--- src/rtl/sirv_axi_sram_slv.sv ---
// Single-ported AXI4 SRAM slave, round-robin AR/AW arbitration.
// One transaction in flight; FIXED/INCR bursts, no wrap at the end.
module sirv_axi_sram_slv #(
  parameter int AW    = 32,
  parameter int DW    = 32,
  parameter int DEPTH = 64
) (
  input  logic            clk,
  input  logic            rst_n,
  input  logic            axi_awvalid,
  output logic            axi_awready,
  input  logic [AW-1:0]   axi_awaddr,
  input  logic [7:0]      axi_awlen,
  input  logic [1:0]      axi_awburst,
  input  logic            axi_wvalid,
  output logic            axi_wready,
  input  logic [DW-1:0]   axi_wdata,
  input  logic [DW/8-1:0] axi_wstrb,
  input  logic            axi_wlast,
  output logic            axi_bvalid,
  input  logic            axi_bready,
  output logic [1:0]      axi_bresp,
  input  logic            axi_arvalid,
  output logic            axi_arready,
  input  logic [AW-1:0]   axi_araddr,
  input  logic [7:0]      axi_arlen,
  input  logic [1:0]      axi_arburst,
  output logic            axi_rvalid,
  input  logic            axi_rready,
  output logic [DW-1:0]   axi_rdata,
  output logic [1:0]      axi_rresp,
  output logic            axi_rlast
);

  localparam int NB  = DW / 8;
  localparam int OFS = $clog2(NB);
  localparam int IW  = $clog2(DEPTH);
  localparam logic [AW:0] LIMIT = (AW+1)'(DEPTH * NB);
  localparam logic [1:0] OKAY   = 2'b00;
  localparam logic [1:0] SLVERR = 2'b10;

  typedef enum logic [1:0] {
    IDLE,
    RD,
    WR,
    WRESP
  } state_t;

  state_t state_q, state_d;

  logic          last_w_q;
  logic [7:0]    len_q;
  logic [1:0]    burst_q;
  logic [7:0]    beat_q;
  logic [AW-1:0] addr_q;
  logic          err_q;
  logic [DW-1:0] rdata_q;
  logic [1:0]    rresp_q;
  logic          rlast_q;
  logic [1:0]    bresp_q;

  logic [DW-1:0] mem [DEPTH];

  function automatic logic oor(input logic [AW-1:0] a);
    return {1'b0, a} >= LIMIT;
  endfunction

  function automatic logic [IW-1:0] widx(input logic [AW-1:0] a);
    return a[OFS+IW-1:OFS];
  endfunction

  logic idle, grant_w, grant_r;
  logic aw_hs, ar_hs, w_hs, r_hs, b_hs;
  logic cur_last, w_err;
  logic [AW-1:0] nxt_addr, rd_addr;
  logic [DW-1:0] rd_word;
  logic [1:0]    rd_resp;

  // last_w_q low means a write wins the next tie
  assign idle    = (state_q == IDLE);
  assign grant_w = axi_awvalid & (~axi_arvalid | ~last_w_q);
  assign grant_r = axi_arvalid & (~axi_awvalid | last_w_q);

  assign axi_awready = idle & grant_w & rst_n;
  assign axi_arready = idle & grant_r & rst_n;
  assign axi_wready  = (state_q == WR);
  assign axi_rvalid  = (state_q == RD);
  assign axi_bvalid  = (state_q == WRESP);
  assign axi_rdata   = rdata_q;
  assign axi_rresp   = rresp_q;
  assign axi_rlast   = rlast_q & axi_rvalid;
  assign axi_bresp   = bresp_q;

  assign aw_hs = axi_awvalid & axi_awready;
  assign ar_hs = axi_arvalid & axi_arready;
  assign w_hs  = axi_wvalid & axi_wready;
  assign r_hs  = axi_rvalid & axi_rready;
  assign b_hs  = axi_bvalid & axi_bready;

  assign cur_last = (beat_q == len_q);
  assign nxt_addr = (burst_q == 2'b00) ?
                    addr_q : addr_q + AW'(NB);
  assign rd_addr  = ar_hs ? axi_araddr : nxt_addr;
  assign rd_word  = oor(rd_addr) ? '0 : mem[widx(rd_addr)];
  assign rd_resp  = oor(rd_addr) ? SLVERR : OKAY;
  assign w_err    = err_q | oor(addr_q) |
                    (axi_wlast != cur_last);

  always_ff @(posedge clk or negedge rst_n) begin
    if (!rst_n) state_q <= IDLE;
    else        state_q <= state_d;
  end

  always_comb begin
    state_d = state_q;
    unique case (state_q)
      IDLE: begin
        if (aw_hs)      state_d = WR;
        else if (ar_hs) state_d = RD;
      end
      RD:    if (r_hs && cur_last) state_d = IDLE;
      WR:    if (w_hs && cur_last) state_d = WRESP;
      WRESP: if (b_hs)             state_d = IDLE;
    endcase
  end

  always_ff @(posedge clk or negedge rst_n) begin
    if (!rst_n) begin
      last_w_q <= 1'b0;
      len_q    <= '0;
      burst_q  <= '0;
      beat_q   <= '0;
      addr_q   <= '0;
      err_q    <= 1'b0;
      rdata_q  <= '0;
      rresp_q  <= OKAY;
      rlast_q  <= 1'b0;
      bresp_q  <= OKAY;
    end else begin
      if (aw_hs) begin
        last_w_q <= 1'b1;
        addr_q   <= axi_awaddr;
        len_q    <= axi_awlen;
        burst_q  <= axi_awburst;
        beat_q   <= '0;
        err_q    <= 1'b0;
      end
      if (ar_hs) begin
        last_w_q <= 1'b0;
        addr_q   <= axi_araddr;
        len_q    <= axi_arlen;
        burst_q  <= axi_arburst;
        beat_q   <= '0;
        rdata_q  <= rd_word;
        rresp_q  <= rd_resp;
        rlast_q  <= (axi_arlen == 8'd0);
      end
      if (r_hs && !cur_last) begin
        addr_q  <= nxt_addr;
        beat_q  <= beat_q + 8'd1;
        rdata_q <= rd_word;
        rresp_q <= rd_resp;
        rlast_q <= (beat_q + 8'd1 == len_q);
      end
      if (w_hs) begin
        err_q <= w_err;
        if (cur_last) begin
          bresp_q <= w_err ? SLVERR : OKAY;
        end else begin
          addr_q <= nxt_addr;
          beat_q <= beat_q + 8'd1;
        end
      end
    end
  end

  // storage is never reset
  always_ff @(posedge clk) begin
    if (w_hs && !oor(addr_q)) begin
      for (int i = 0; i < NB; i++) begin
        if (axi_wstrb[i])
          mem[widx(addr_q)][i*8 +: 8] <= axi_wdata[i*8 +: 8];
      end
    end
  end

endmodule

--- config.mk ---
export PLATFORM = sky130hd
export DESIGN_NAME = sirv_axi_sram_slv
export DESIGN_NICKNAME = d
export VERILOG_FILES = /design/src/rtl/sirv_axi_sram_slv.sv
export SDC_FILE = /design/constraint.sdc
export NUM_CORES = 2
export LEC_CHECK = 0
export CAP_MARGIN = 20
export CELL_PAD_IN_SITES_DETAIL_PLACEMENT = 0
export CELL_PAD_IN_SITES_GLOBAL_PLACEMENT = 1
export CORE_AREA = 2 2 429 389
export CTS_CLUSTER_SIZE = 8
export DETAILED_ROUTE_END_ITERATION = 8
export DIE_AREA = 0 0 431 391
export PLACE_DENSITY_LB_ADDON = 0.15
export REMOVE_ABC_BUFFERS = 1
export SLEW_MARGIN = 20
export SYNTH_ARGS = -nofsm -noshare
export SYNTH_HDL_FRONTEND = slang
export SYNTH_SLANG_ARGS = --single-unit
--- constraint.sdc ---
create_clock -name clk -period 3.9 [get_ports clk]
set_input_delay 0.39 -clock clk [delete_from_list [all_inputs] [get_ports clk]]
set_output_delay 0.39 -clock clk [all_outputs]
set_load 0.02 [all_outputs]
==> results.sh <==
export IMPL_cts_tree="done"
export IMPL_syn_inst=6008
export IMPL_hold_depth=1
export IMPL_yosys_cell_count_top_type="edfxtp_1"
export IMPL_port_buffers=163
export IMPL_routed_wl_um=282000
export IMPL_cts_root_buffer="clkbuf_16"
export IMPL_clk_path_buf_depth=4
export IMPL_min_to="mem[61][3]$_DFFE_PP_"
export IMPL_synth_top_cell_area_share_pct=71.1
export IMPL_overflow=0
export IMPL_drive_gt1_share_pct=17.1
export IMPL_hp_class="input pin to flip-flop"
export IMPL_cp_slowest_cell="o31a_2"
export IMPL_routed_via_density=6.31
export IMPL_leakage_nw=35.7
export IMPL_crit_family="compound AO/OA/AOI/OAI gates"
export IMPL_rrSetupSlack_ns=0.06
export IMPL_ff2ff_path_depth=9
export IMPL_cap_violations=0
export IMPL_ant_nets=0
export IMPL_p_per_area_mw_per_mm2=868
export IMPL_io_pins=170
export IMPL_yosysWarnings=0
export IMPL_ys_types=87
export IMPL_drv_slew=0
export IMPL_hold_path_startpoint="axi_wdata[3]"
export IMPL_period_share_pct=98.5
export IMPL_yosysSeqAreaShare_pct=73.6
export IMPL_grt_pass1_vias=54500
export IMPL_crit_chain="o2111ai_2 -> nor3_1 -> o31a_2 -> nand2_2 -> a2111oi_0 -> buf_4 -> a31oi_1 -> nand4_1 -> o31ai_1"
export IMPL_reg2reg_from="addr_q[4]$_DFF_PN0_"
export IMPL_slowest_delay_ns=0.62
export IMPL_die_x_um=431
export IMPL_grt_pass1_wl_um=397000
export IMPL_synth_common_cells="edfxtp_1 (2048), nand2_1 (1282), nand3_1 (468)"
export IMPL_cts_buffers=316
export IMPL_dp_hpwl_um=180000
export IMPL_clock_skew_final_ns=0.0721
export IMPL_arrival_ns=4.61
export IMPL_grt_max_degree=65
export IMPL_gp_congestion=0.914
export IMPL_area_growth_synth_to_final_pct=19.5
export IMPL_cp_buffers_inverters=1
export IMPL_drc=0
export IMPL_clk_pin_slew_ns=0.05
export IMPL_avgSynthCellArea_um2=14.4
export IMPL_max_slew_margin_pct=19.5
export IMPL_h_tree_depth=5
export IMPL_worstPathRequired_ns=4.67
export IMPL_antenna_found_initial=14
export IMPL_drt_iter0_drc=7526
export IMPL_place_inst=8556
export IMPL_grt_total_usage_pct=33.4
export IMPL_final_cells=9004
export IMPL_status="finished, final reports clean"
export IMPL_rsz0062_at_grt="false"
export IMPL_synth_area_leader_cell="edfxtp_1"
export IMPL_finalHoldViolCount=0
export IMPL_critPathKind="flip-flop to flip-flop"
export IMPL_coreArea_mm2=0.165
export IMPL_r2r_end="axi_rdata[11]$_DFFE_PN0P_"
export IMPL_min_period_ns=3.84
export IMPL_cp_end_kind="flip-flop"
export IMPL_critPathMaxFanout=12
export IMPL_max_slew_worst_pin_slew_ns=1.20
export IMPL_vias=56800
export IMPL_crit_path_start_kind="flip-flop"
export IMPL_clk_latency_ns=0.94
export IMPL_setup_viol=0
export IMPL_synth_area_mm2=0.0865
export IMPL_nets=6858
export IMPL_synthFlopType="edfxtp_1"
export IMPL_synth_area_leaders="edfxtp_1 (71%), nand2_1 (5.6%), mux2i_1 (3.2%), mux4_2 (2.9%), nand3_1 (2.7%)"
export IMPL_rows=142
export IMPL_cts_sink_count=2135
export IMPL_fmax_mhz=260
export IMPL_async_flop_share_pct=4.07
export IMPL_setup_tns_final_ns=0
export IMPL_dieArea_mm2=0.169
export IMPL_drt_wirelength_per_cell_um=31.3
export IMPL_drt_pass1_iter_count=6
export IMPL_start_util_pct=52.5
export IMPL_fp_dieH_um=391
export IMPL_ir_drop_mv=0.891
export IMPL_synth_edff_count=2048
export IMPL_synth_seq_cells=2135
[state kept, by name, indices dropped and copies added (netlist names)]
name	flops
axi_rdata	32
rlast_q	1
mem	2048
beat_q	8
len_q	8
last_w_q	1
axi_bresp	1
err_q	1
axi_rresp	1
state_q	2
addr_q	30
burst_q	2
[through the flow]
stage / total power (W) / hold WS [ns] / area (um2) / worst slack, ns / util (%)
4_1_cts: 0.0894 / 0.00577 / 103000 / 0.218 / 62.7
5_1_grt: 0.0927 / 0.0144 / 103000 / 0.00218 / 62.7
2_1_floorplan: 0.0412 / 0.0944 / 84600 / -25.14 / -
3_5_place_dp: 0.0654 / 0.461 / 94700 / -0.255 / 57.5
6_report: 0.0897 / 0.0217 / 103000 / 0.0603 / 62.8
3_3_place_gp: 0.0652 / 0.453 / 94700 / -0.240 / 57.5
[kinds of logic (layout without fill, tap and decap cells)]
logic type / after synthesis / count (layout) / share of synthesized area (%)
and+or+nand+nor: 2326 / 2326 / 11.5
DFF: 2135 / 2135 / 73.6
AOI/OAI and AO/OA: 681 / 681 / 5.59
muxes: 409 / 409 / 6.50
buffers and inverters: 407 / 1231 / 2.24
xor gates and xnor gates: 46 / 46 / 0.466
adders and majority gates: 3 / 3 / 0.0434
other: 1 / 13 / 0.00434
[where the power goes]
group	internal (W)	total, W	switching [W]
combinational	0.0142	0.0399	0.0257
clock	0.0147	0.0240	0.00923
sequential	0.0254	0.0258	0.000424
total	0.0544	0.0897	0.0353
[layer usage]
layer	global-route usage [%]	vias up	share of wire (%)
met4	14.7	16	4.8
met1	46.1	28800	39
met3	8.78	624	11
met2	50.3	3108	45
li1	-	24200	-
met5	0	-	0.051
[cells in the final DEF, fill, tap and decap left out, types with 22 or more instances in the layout]
cell	netlist	final
nand3_1	468	467
xor2_1	24	24
nor2_1	356	343
xnor2_1	22	22
and3_1	37	37
buf_4	30	550
nand2_1	1282	1277
o21ai_0	56	56
clkbuf_16	0	321
clkdlybuf4s50_1	0	130
dfrtp_1	87	87
edfxtp_1	2048	2048
a211oi_1	50	50
mux2i_1	280	279
o2111ai_1	30	30
a221oi_1	35	34
a32oi_1	72	72
nand4_1	94	94
a31oi_1	116	116
clkbuf_1	142	93
mux4_2	111	111
buf_12	0	82
a21oi_1	137	135
[how the worst max path moves through the flow]
stage	startpoint	end	slack [ns]	depth (start not counted)
2_1_floorplan	state_q[0]$_DFFE_PN0P_	axi_rdata[20]$_DFFE_PN0P_	-25.14	9
3_3_place_gp	axi_awvalid	axi_rdata[27]$_DFFE_PN0P_	-0.24	12
3_5_place_dp	axi_awvalid	axi_rdata[27]$_DFFE_PN0P_	-0.25	12
4_1_cts	addr_q[29]$_DFF_PN0_	mem[43][2]$_DFFE_PP_	0.22	8
5_1_grt	burst_q[1]$_DFFE_PN0P_	axi_rdata[13]$_DFFE_PN0P_	0.002	9
6_report	addr_q[4]$_DFF_PN0_	axi_rdata[11]$_DFFE_PN0P_	0.06	9
[cell type report]
class | count | area [um2]
Sequential cell | 2135 | 63700
Fill cell | 12200 | 61300
Multi-Input combinational cell | 3467 | 21100
Clock buffer | 414 | 8380
Timing Repair Buffer | 793 | 7280
Tap cell | 2160 | 2700
Clock inverter | 10 | 87.6
Inverter | 14 | 52.6
Antenna cell | 11 | 27.5
[what timing repair did]
item | 4_1_cts | 5_1_grt
resized for setup | 2 | 0
pin swaps | 1 | 1
setup endpoints to repair | 2 | 3
setup buffers | 3 | 0
hold buffers | 10 | 0
endpoints found under the hold margin | 276 | 0
Power figures use the tool's default switching activity.
